`src/rtl/shift_register_piso.sv`:
```
// -----------------------------------------------------------------------------
// shift_register_piso
//
// Parallel-in / serial-out shift register with a small IDLE/SHIFT control FSM.
// A parallel word is accepted on a rising edge of C where LD=1 and RDY=1. It
// then streams out on SO for exactly WIDTH cycles, one bit per cycle, with SV
// marking valid bits.
//
// FS marks the first bit of a frame and LST marks the last bit. RDY is also
// asserted on the LST cycle. A new word loaded on that edge therefore follows
// the current frame with no idle gap.
//
// Parameters
//   WIDTH      parallel word width in bits (minimum 2)
//   MSB_FIRST  1: PI[WIDTH-1] is sent first, 0: PI[0] is sent first
//
// Ports
//   C    in   clock, all state changes on the rising edge
//   R    in   synchronous active-high reset, wins over LD
//   PI   in   parallel word to serialize, sampled only on an accept edge
//   LD   in   load request qualifying PI
//   RDY  out  a word can be accepted on the coming edge
//   SO   out  serial data
//   SV   out  SO carries a valid frame bit
//   FS   out  first bit of frame strobe
//   LST  out  last bit of frame strobe
// -----------------------------------------------------------------------------
module shift_register_piso #(
  parameter int WIDTH     = 8,
  parameter int MSB_FIRST = 1
) (
  input  logic             C,
  input  logic             R,
  input  logic [WIDTH-1:0] PI,
  input  logic             LD,
  output logic             RDY,
  output logic             SO,
  output logic             SV,
  output logic             FS,
  output logic             LST
);

  // The bit counter only has to reach WIDTH-1.
  localparam int              CNT_W    = (WIDTH > 1) ? $clog2(WIDTH) : 1;
  localparam logic [CNT_W-1:0] CNT_LAST = CNT_W'(WIDTH - 1);

  typedef enum logic {
    IDLE  = 1'b0,
    SHIFT = 1'b1
  } state_t;

  state_t           state_q, state_d;
  logic [WIDTH-1:0] shreg_q, shreg_d;
  logic [CNT_W-1:0] cnt_q, cnt_d;

  logic             in_shift;
  logic             last_bit;
  logic             ready;
  logic             accept;
  logic             head_bit;
  logic [WIDTH-1:0] shreg_adv;

  // The bit on SO always sits at the outgoing end of the register. Advancing
  // the register moves the next bit into that position. Vacated positions are
  // filled with zero, so a stale frame never leaks old data.
  generate
    if (MSB_FIRST != 0) begin : g_msb_first
      assign head_bit  = shreg_q[WIDTH-1];
      assign shreg_adv = {shreg_q[WIDTH-2:0], 1'b0};
    end else begin : g_lsb_first
      assign head_bit  = shreg_q[0];
      assign shreg_adv = {1'b0, shreg_q[WIDTH-1:1]};
    end
  endgenerate

  assign in_shift = (state_q == SHIFT);
  assign last_bit = in_shift && (cnt_q == CNT_LAST);

  // Ready in IDLE, and also on the last bit of a frame, so frames can be
  // chained back to back.
  assign ready  = !in_shift || last_bit;
  assign accept = LD && ready;

  // Next-state and output logic. All outputs decode directly from registered
  // state, so the first bit is visible for the whole cycle after the accept
  // edge, and reset takes effect on outputs from the reset edge.
  always_comb begin
    state_d = state_q;
    shreg_d = shreg_q;
    cnt_d   = cnt_q;

    RDY = ready;
    SV  = in_shift;
    SO  = in_shift ? head_bit : 1'b0;
    FS  = in_shift && (cnt_q == '0);
    LST = last_bit;

    unique case (state_q)
      IDLE: begin
        if (accept) begin
          state_d = SHIFT;
          shreg_d = PI;
          cnt_d   = '0;
        end
      end

      SHIFT: begin
        if (last_bit) begin
          if (accept) begin
            shreg_d = PI;
            cnt_d   = '0;
          end else begin
            state_d = IDLE;
            shreg_d = '0;
            cnt_d   = '0;
          end
        end else begin
          // LD is ignored mid-frame because ready is low here.
          shreg_d = shreg_adv;
          cnt_d   = cnt_q + CNT_W'(1);
        end
      end

      default: begin
        state_d = IDLE;
        shreg_d = '0;
        cnt_d   = '0;
      end
    endcase
  end

  // State, data and counter registers. Reset overrides any load on the same
  // edge and aborts a frame in progress.
  always_ff @(posedge C) begin
    if (R) begin
      state_q <= IDLE;
      shreg_q <= '0;
      cnt_q   <= '0;
    end else begin
      state_q <= state_d;
      shreg_q <= shreg_d;
      cnt_q   <= cnt_d;
    end
  end

endmodule

```
`config.mk`:
```
export PLATFORM = sky130hd
export DESIGN_NAME = shift_register_piso
export DESIGN_NICKNAME = d
export VERILOG_FILES = /design/src/rtl/shift_register_piso.sv
export SDC_FILE = /design/constraint.sdc
export NUM_CORES = 1
export LEC_CHECK = 0
export CAP_MARGIN = 0
export CELL_PAD_IN_SITES_DETAIL_PLACEMENT = 0
export CELL_PAD_IN_SITES_GLOBAL_PLACEMENT = 1
export CORE_UTILIZATION = 30
export CTS_CLUSTER_DIAMETER = 50
export DETAILED_ROUTE_END_ITERATION = 8
export PLACE_DENSITY = 0.75
export RECOVER_POWER = 50
export SLEW_MARGIN = 20
export SYNTH_ARGS = -nofsm -noshare
export SYNTH_HDL_FRONTEND = slang
export SYNTH_SLANG_ARGS = --single-unit
```
`constraint.sdc`:
```
create_clock -name C -period 1.52 [get_ports C]
set_input_delay 0.228 -clock C [delete_from_list [all_inputs] [get_ports C]]
set_output_delay 0.228 -clock C [all_outputs]
set_load 0.005 [all_outputs]
```
# [Word-level counts from Yosys, hierarchy flattened]
# Index checks and enable logic that the tools add are counted.
[totals] ff_bits=12 output_inout_bits=5 word_cells=24 inputBits=11
[classes] add_sub_neg=1 eq_ne=2 n_reduce_logical=6 n_mux=11 n_bitwise=1
[ops] cell="8-bit 2-to-1 mux" n=3
[ops] cell="8-bit one-hot mux with 2 select lines" n=1
[ops] cell="3-bit 2-to-1 mux" n=2
[ops] cell="3-bit one-hot mux with 2 select lines" n=1
[ops] cell="3-bit by 1-bit adder with 3-bit output, second input constant" n=1
[ops] cell="3-bit == test, second input constant" n=1
[ops] cell="1-bit logical AND" n=3
[ops] cell="3-bit logical NOT" n=1
[ops] cell="1-bit 2-to-1 mux" n=3
[ops] cell="2-bit != test, second input constant" n=1
[ops] cell="1-bit one-hot mux with 2 select lines" n=1
[ops] cell="1-bit logical NOT" n=1
[ops] cell="1-bit logical OR" n=1
[ops] cell="1-bit NOT" n=1

# [Longest topological paths before layout]
[depth] word_depth=7 ltp_mapped=6 mapped_depth_nobuf=5

# [Worst setup path before layout]
# OpenSTA, ideal clock, no wires.
[synth_path] path_kind="register -> register" startpoint="reg cnt_q[0]" endpoint="reg shreg_q[1]" path_buffers=1 setup_time_ps=139 period_less_slack_ps=1342 slack_ps=178 t_arrival_ps=1203 stages_incl_launch_ff=7 required_time_ps=1381 cell_sequence="dfxtp_1 -> ha_1 -> ha_1 -> and2_1 -> buf_6 -> a22oi_2 -> a211oi_2"
[synth_between] elab_chain_len=7 elab_cells_between_ends=8 cone_classes="eq/ne (2); mux (3); reduce/logical (3)"
[synth_lines] element="start, declared" line_no="54" text="logic [CNT_W-1:0] cnt_q, cnt_d;"
[synth_lines] element="start signal, assigned" line_no="142" text="cnt_q <= cnt_d;"
[synth_lines] element="3-bit == test (*)" line_no="77" text="assign last_bit = in_shift && (cnt_q == CNT_LAST);"
[synth_lines] element="1-bit logical AND (*)" line_no="77"
[synth_lines] element="1-bit logical OR" line_no="81" text="assign ready = !in_shift || last_bit;"
[synth_lines] element="1-bit logical AND" line_no="82" text="assign accept = LD && ready;"
[synth_lines] element="8-bit 2-to-1 mux" line_no="109" text="if (accept) begin"
[synth_lines] element="8-bit 2-to-1 mux" line_no="108" text="if (last_bit) begin"
[synth_lines] element="8-bit one-hot mux with 2 select lines" line_no="98" text="unique case (state_q)"
[synth_lines] element="end signal, assigned" line_no="141" text="shreg_q <= shreg_d;"
[synth_lines] element="end, declared" line_no="53" text="logic [WIDTH-1:0] shreg_q, shreg_d;"
# Every way passes the cells marked *; elsewhere a longest branch is shown, timed or not.
# A chain may end at the register's enable or synchronous reset.

# [Final worst setup path]
[layout_path] startpoint="reg state_q, in the netlist SV" endpoint="out SV"
[layout_rtl] element="start, declared" line_no="52" text="state_t state_q, state_d;"
[layout_rtl] element="start signal, assigned" line_no="140" text="state_q <= state_d;"
[layout_rtl] element="end, declared" line_no="38" text="output logic SV,"
# No word-level cell between the ends.

==> results.json <==
{
  "drive_gt1_share_pct": 34.0,
  "dp_slack_ps": -65.1,
  "antenna_found_initial": 0,
  "drv_slew": 0,
  "dp_hpwl_um": 1110,
  "setup_viol": 0,
  "hold_path_class": "reg -> reg",
  "relSlewSlack_pct": 82.8,
  "synth_common_cells": "nor2_1 (15), dfxtp_1 (12), inv_1 (10)",
  "numCtsBuffers": 3,
  "layout_min_cycle_time_ps": 1440,
  "dieArea_um2": 2570,
  "pwr_density_cell_nw_per_um2": 704,
  "crit_slowest_cell": "clkdlybuf4s50_1",
  "reg2reg_from": "cnt_q[0]",
  "maxCapViolCount": 0,
  "syn_to_final_growth_pct": 41.4,
  "cp_num_buf_inv": 2,
  "multi_input_area_um2": 414,
  "dp_cells": 128,
  "root_buffer": "clkbuf_4",
  "vdd_drop_max_v": 0.000391,
  "synth_top_area_share_pct": 33.8,
  "reg2reg_depth": 7,
  "cts_sinks": 12,
  "max_stage_delay_ps": 480,
  "grt_pass1_wl_um": 2640,
  "path_delay_family": "buffers and inverters",
  "final_cell_count_no_fill": 134,
  "wl_per_cell_um": 11.7,
  "setup.worst_path.class": "reg -> out",
  "endpoint_kind": "output port",
  "cts_hold_buffers": 0,
  "start_util_pct": 32.1,
  "fmax_ghz": 0.694,
  "synth_flop_cell": "dfxtp_1",
  "seq_area_um2": 246,
  "drt.antenna.violating_nets": 0,
  "n_antenna_cell": 0,
  "drt_iter0_drc": 10,
  "clkPwrFrac_pct": 27.0,
  "synth_seq_area_share_pct": 33.8,
  "path_max_fanout": 4,
  "p_sw_uw": 187,
  "cp_cell_sequence": "buf_4 -> clkdlybuf4s50_1",
  "place_congestion": 0.770,
  "vias_per_cell": 4.69,
  "tns_ps": 0,
  "grtUsageTotal_pct": 14.0,
  "fin_crit_sh_pct": 94.8,
  "clk_latency_ps": 260,
  "routed_wl_um": 1570,
  "p_comb_share_pct": 23.7,
  "skew_ps": 1.41,
  "die_h_um": 50.7,
  "drc": 0,
  "syn-num-nets": 93,
  "dieWidth_um": 50.7,
  "grt-ovfl-total": 0,
  "synth_edf_count": 0,
  "port_buffers": 15,
  "cts_tree": "built",
  "synth.ff_latch_count": 12,
  "r2r_setup_slack_ps": 90,
  "fin_hold_ws_ps": 514,
  "yosysTopAreaCell": "dfxtp_1",
  "core_area_um2": 2210,
  "grt_setup_unrepaired": "false",
  "critPathLaunchType": "flop",
  "yosysWarnings": 0,
  "avgSynthCellArea_um2": 9.00,
  "ioPinCount": 16,
  "row_count": 17,
  "nets": 122,
  "outcome": "completed",
  "crit_arrival_ps": 1210,
  "rr_endpoint": "shreg_q[4]",
  "syn_inst": 79,
  "ys_async_sr_fraction_pct": 0,
  "p_int_uw": 520,
  "first_pass_iters": 4,
  "p_leak_nw": 0.468,
  "clk_path_buf_depth": 2,
  "crit_required_ps": 1290,
  "worstHoldEndpoint": "shreg_q[7]",
  "syn_area_um2": 711,
  "ys_types": 20,
  "power_frac_seq_pct": 49.3,
  "post-synth-top-count-cell": "nor2_1",
  "htreeDepth": 1,
  "hp-start": "shreg_q[7]",
  "vias": 629,
  "setup_ws_ps": 79.0,
  "path_clk_slew_ps": 70,
  "holdPathStages": 2,
  "swShare_pct": 26.4,
  "grt_max_degree": 13,
  "fillers": 238,
  "post-route-util_pct": 45.4,
  "worstMarginPinSlew_ps": 257,
  "grt_pass1_vias": 606,
  "hold_viol": 0,
  "synth.area.top_cells": "dfxtp_1 (34%), a211oi_2 (8.8%), a22oi_2 (8.8%)"
}
==> how the worst max path moves through the flow <==
stage	slack [ps]	start	cells after the start	to
2_1_floorplan	180	cnt_q[0]	6	shreg_q[1]
3_3_place_gp	-40	cnt_q[0]	4	LST
3_5_place_dp	-70	cnt_q[0]	4	LST
4_1_cts	8	cnt_q[0]	5	RDY
5_1_grt	7	cnt_q[0]	6	FS
6_report	80	SV	2	SV
==> cell usage in the layout (no fill, tap or decap), drive strengths merged <==
| master | instances |
|---|---|
| nor2 | 15 |
| a21o | 7 |
| nand2 | 1 |
| a22oi | 9 |
| ha | 3 |
| o21a | 1 |
| clkbuf | 6 |
| and2 | 3 |
| a211oi | 7 |
| nor2b | 1 |
| dlymetal6s2s | 1 |
| clkdlybuf4s50 | 11 |
| dfxtp | 12 |
| mux2i | 2 |
| inv | 10 |
| nand3 | 1 |
| or2 | 1 |
| buf | 15 |
==> sequential cells by signal, indices dropped and copies added, names as in the netlist <==
register	cells
SV	1
cnt_q	3
shreg_q	8
==> routing by layer <==
| metal | wire (um) | GRT usage, % |
|---|---|---|
| met3 | 55 | 2.73 |
| met5 | 0 | 0 |
| met2 | 719 | 19.8 |
| met4 | 17 | 8.33 |
| met1 | 780 | 19.2 |
==> worst register-to-register path, cell delays in order (launching register included) <==
cell      delay (ps)
dfxtp_2          340
ha_4             160
ha_4             160
buf_4            130
and2_4           150
buf_4            150
a22oi_2          150
a211oi_2          80
==> cell families after synthesis <==
family | after synthesis | share of synthesized area [%]
buffers and inverters | 16 | 11.1
multiplexers | 2 | 2.82
flip-flops | 12 | 33.8
AO/OA/AOI/OAI | 24 | 32.4
AND/OR/NAND/NOR | 22 | 14.6
adder cells (fa/ha/maj) | 3 | 5.28
==> power by group through the flow <==
stage	sequential (mW)	clock (mW)	combinational, mW
after floorplan	0.354	0	0.0923
after global placement	0.358	0	0.162
after detailed placement	0.358	0	0.164
after CTS	0.349	0.202	0.171
after global routing	0.351	0.221	0.184
final	0.349	0.191	0.167
==> stage by stage <==
stage	cell area [um2]	total power [mW]
5_1_grt	1000	0.757
4_1_cts	1020	0.722
3_3_place_gp	945	0.520
2_1_floorplan	711	0.446
3_5_place_dp	945	0.522
6_report	1000	0.707
==> cell type report <==
type / count / share of cell area (%)
Multi-Input combinational cell: 51 / 41.2
Timing Repair Buffer: 30 / 24.8
Sequential cell: 12 / 24.5
Inverter: 10 / 3.74
Tap cell: 28 / 3.49
Clock buffer: 3 / 2.24
==> what timing repair did <==
item                                    CTS  global route
endpoints found under the hold margin     0             0
pin swaps                                 0             1
endpoints found under the setup margin    5             7
resized for setup                        14             6
buffers inserted                          3             0
No activity file was read; power rests on OpenSTA's default activity.
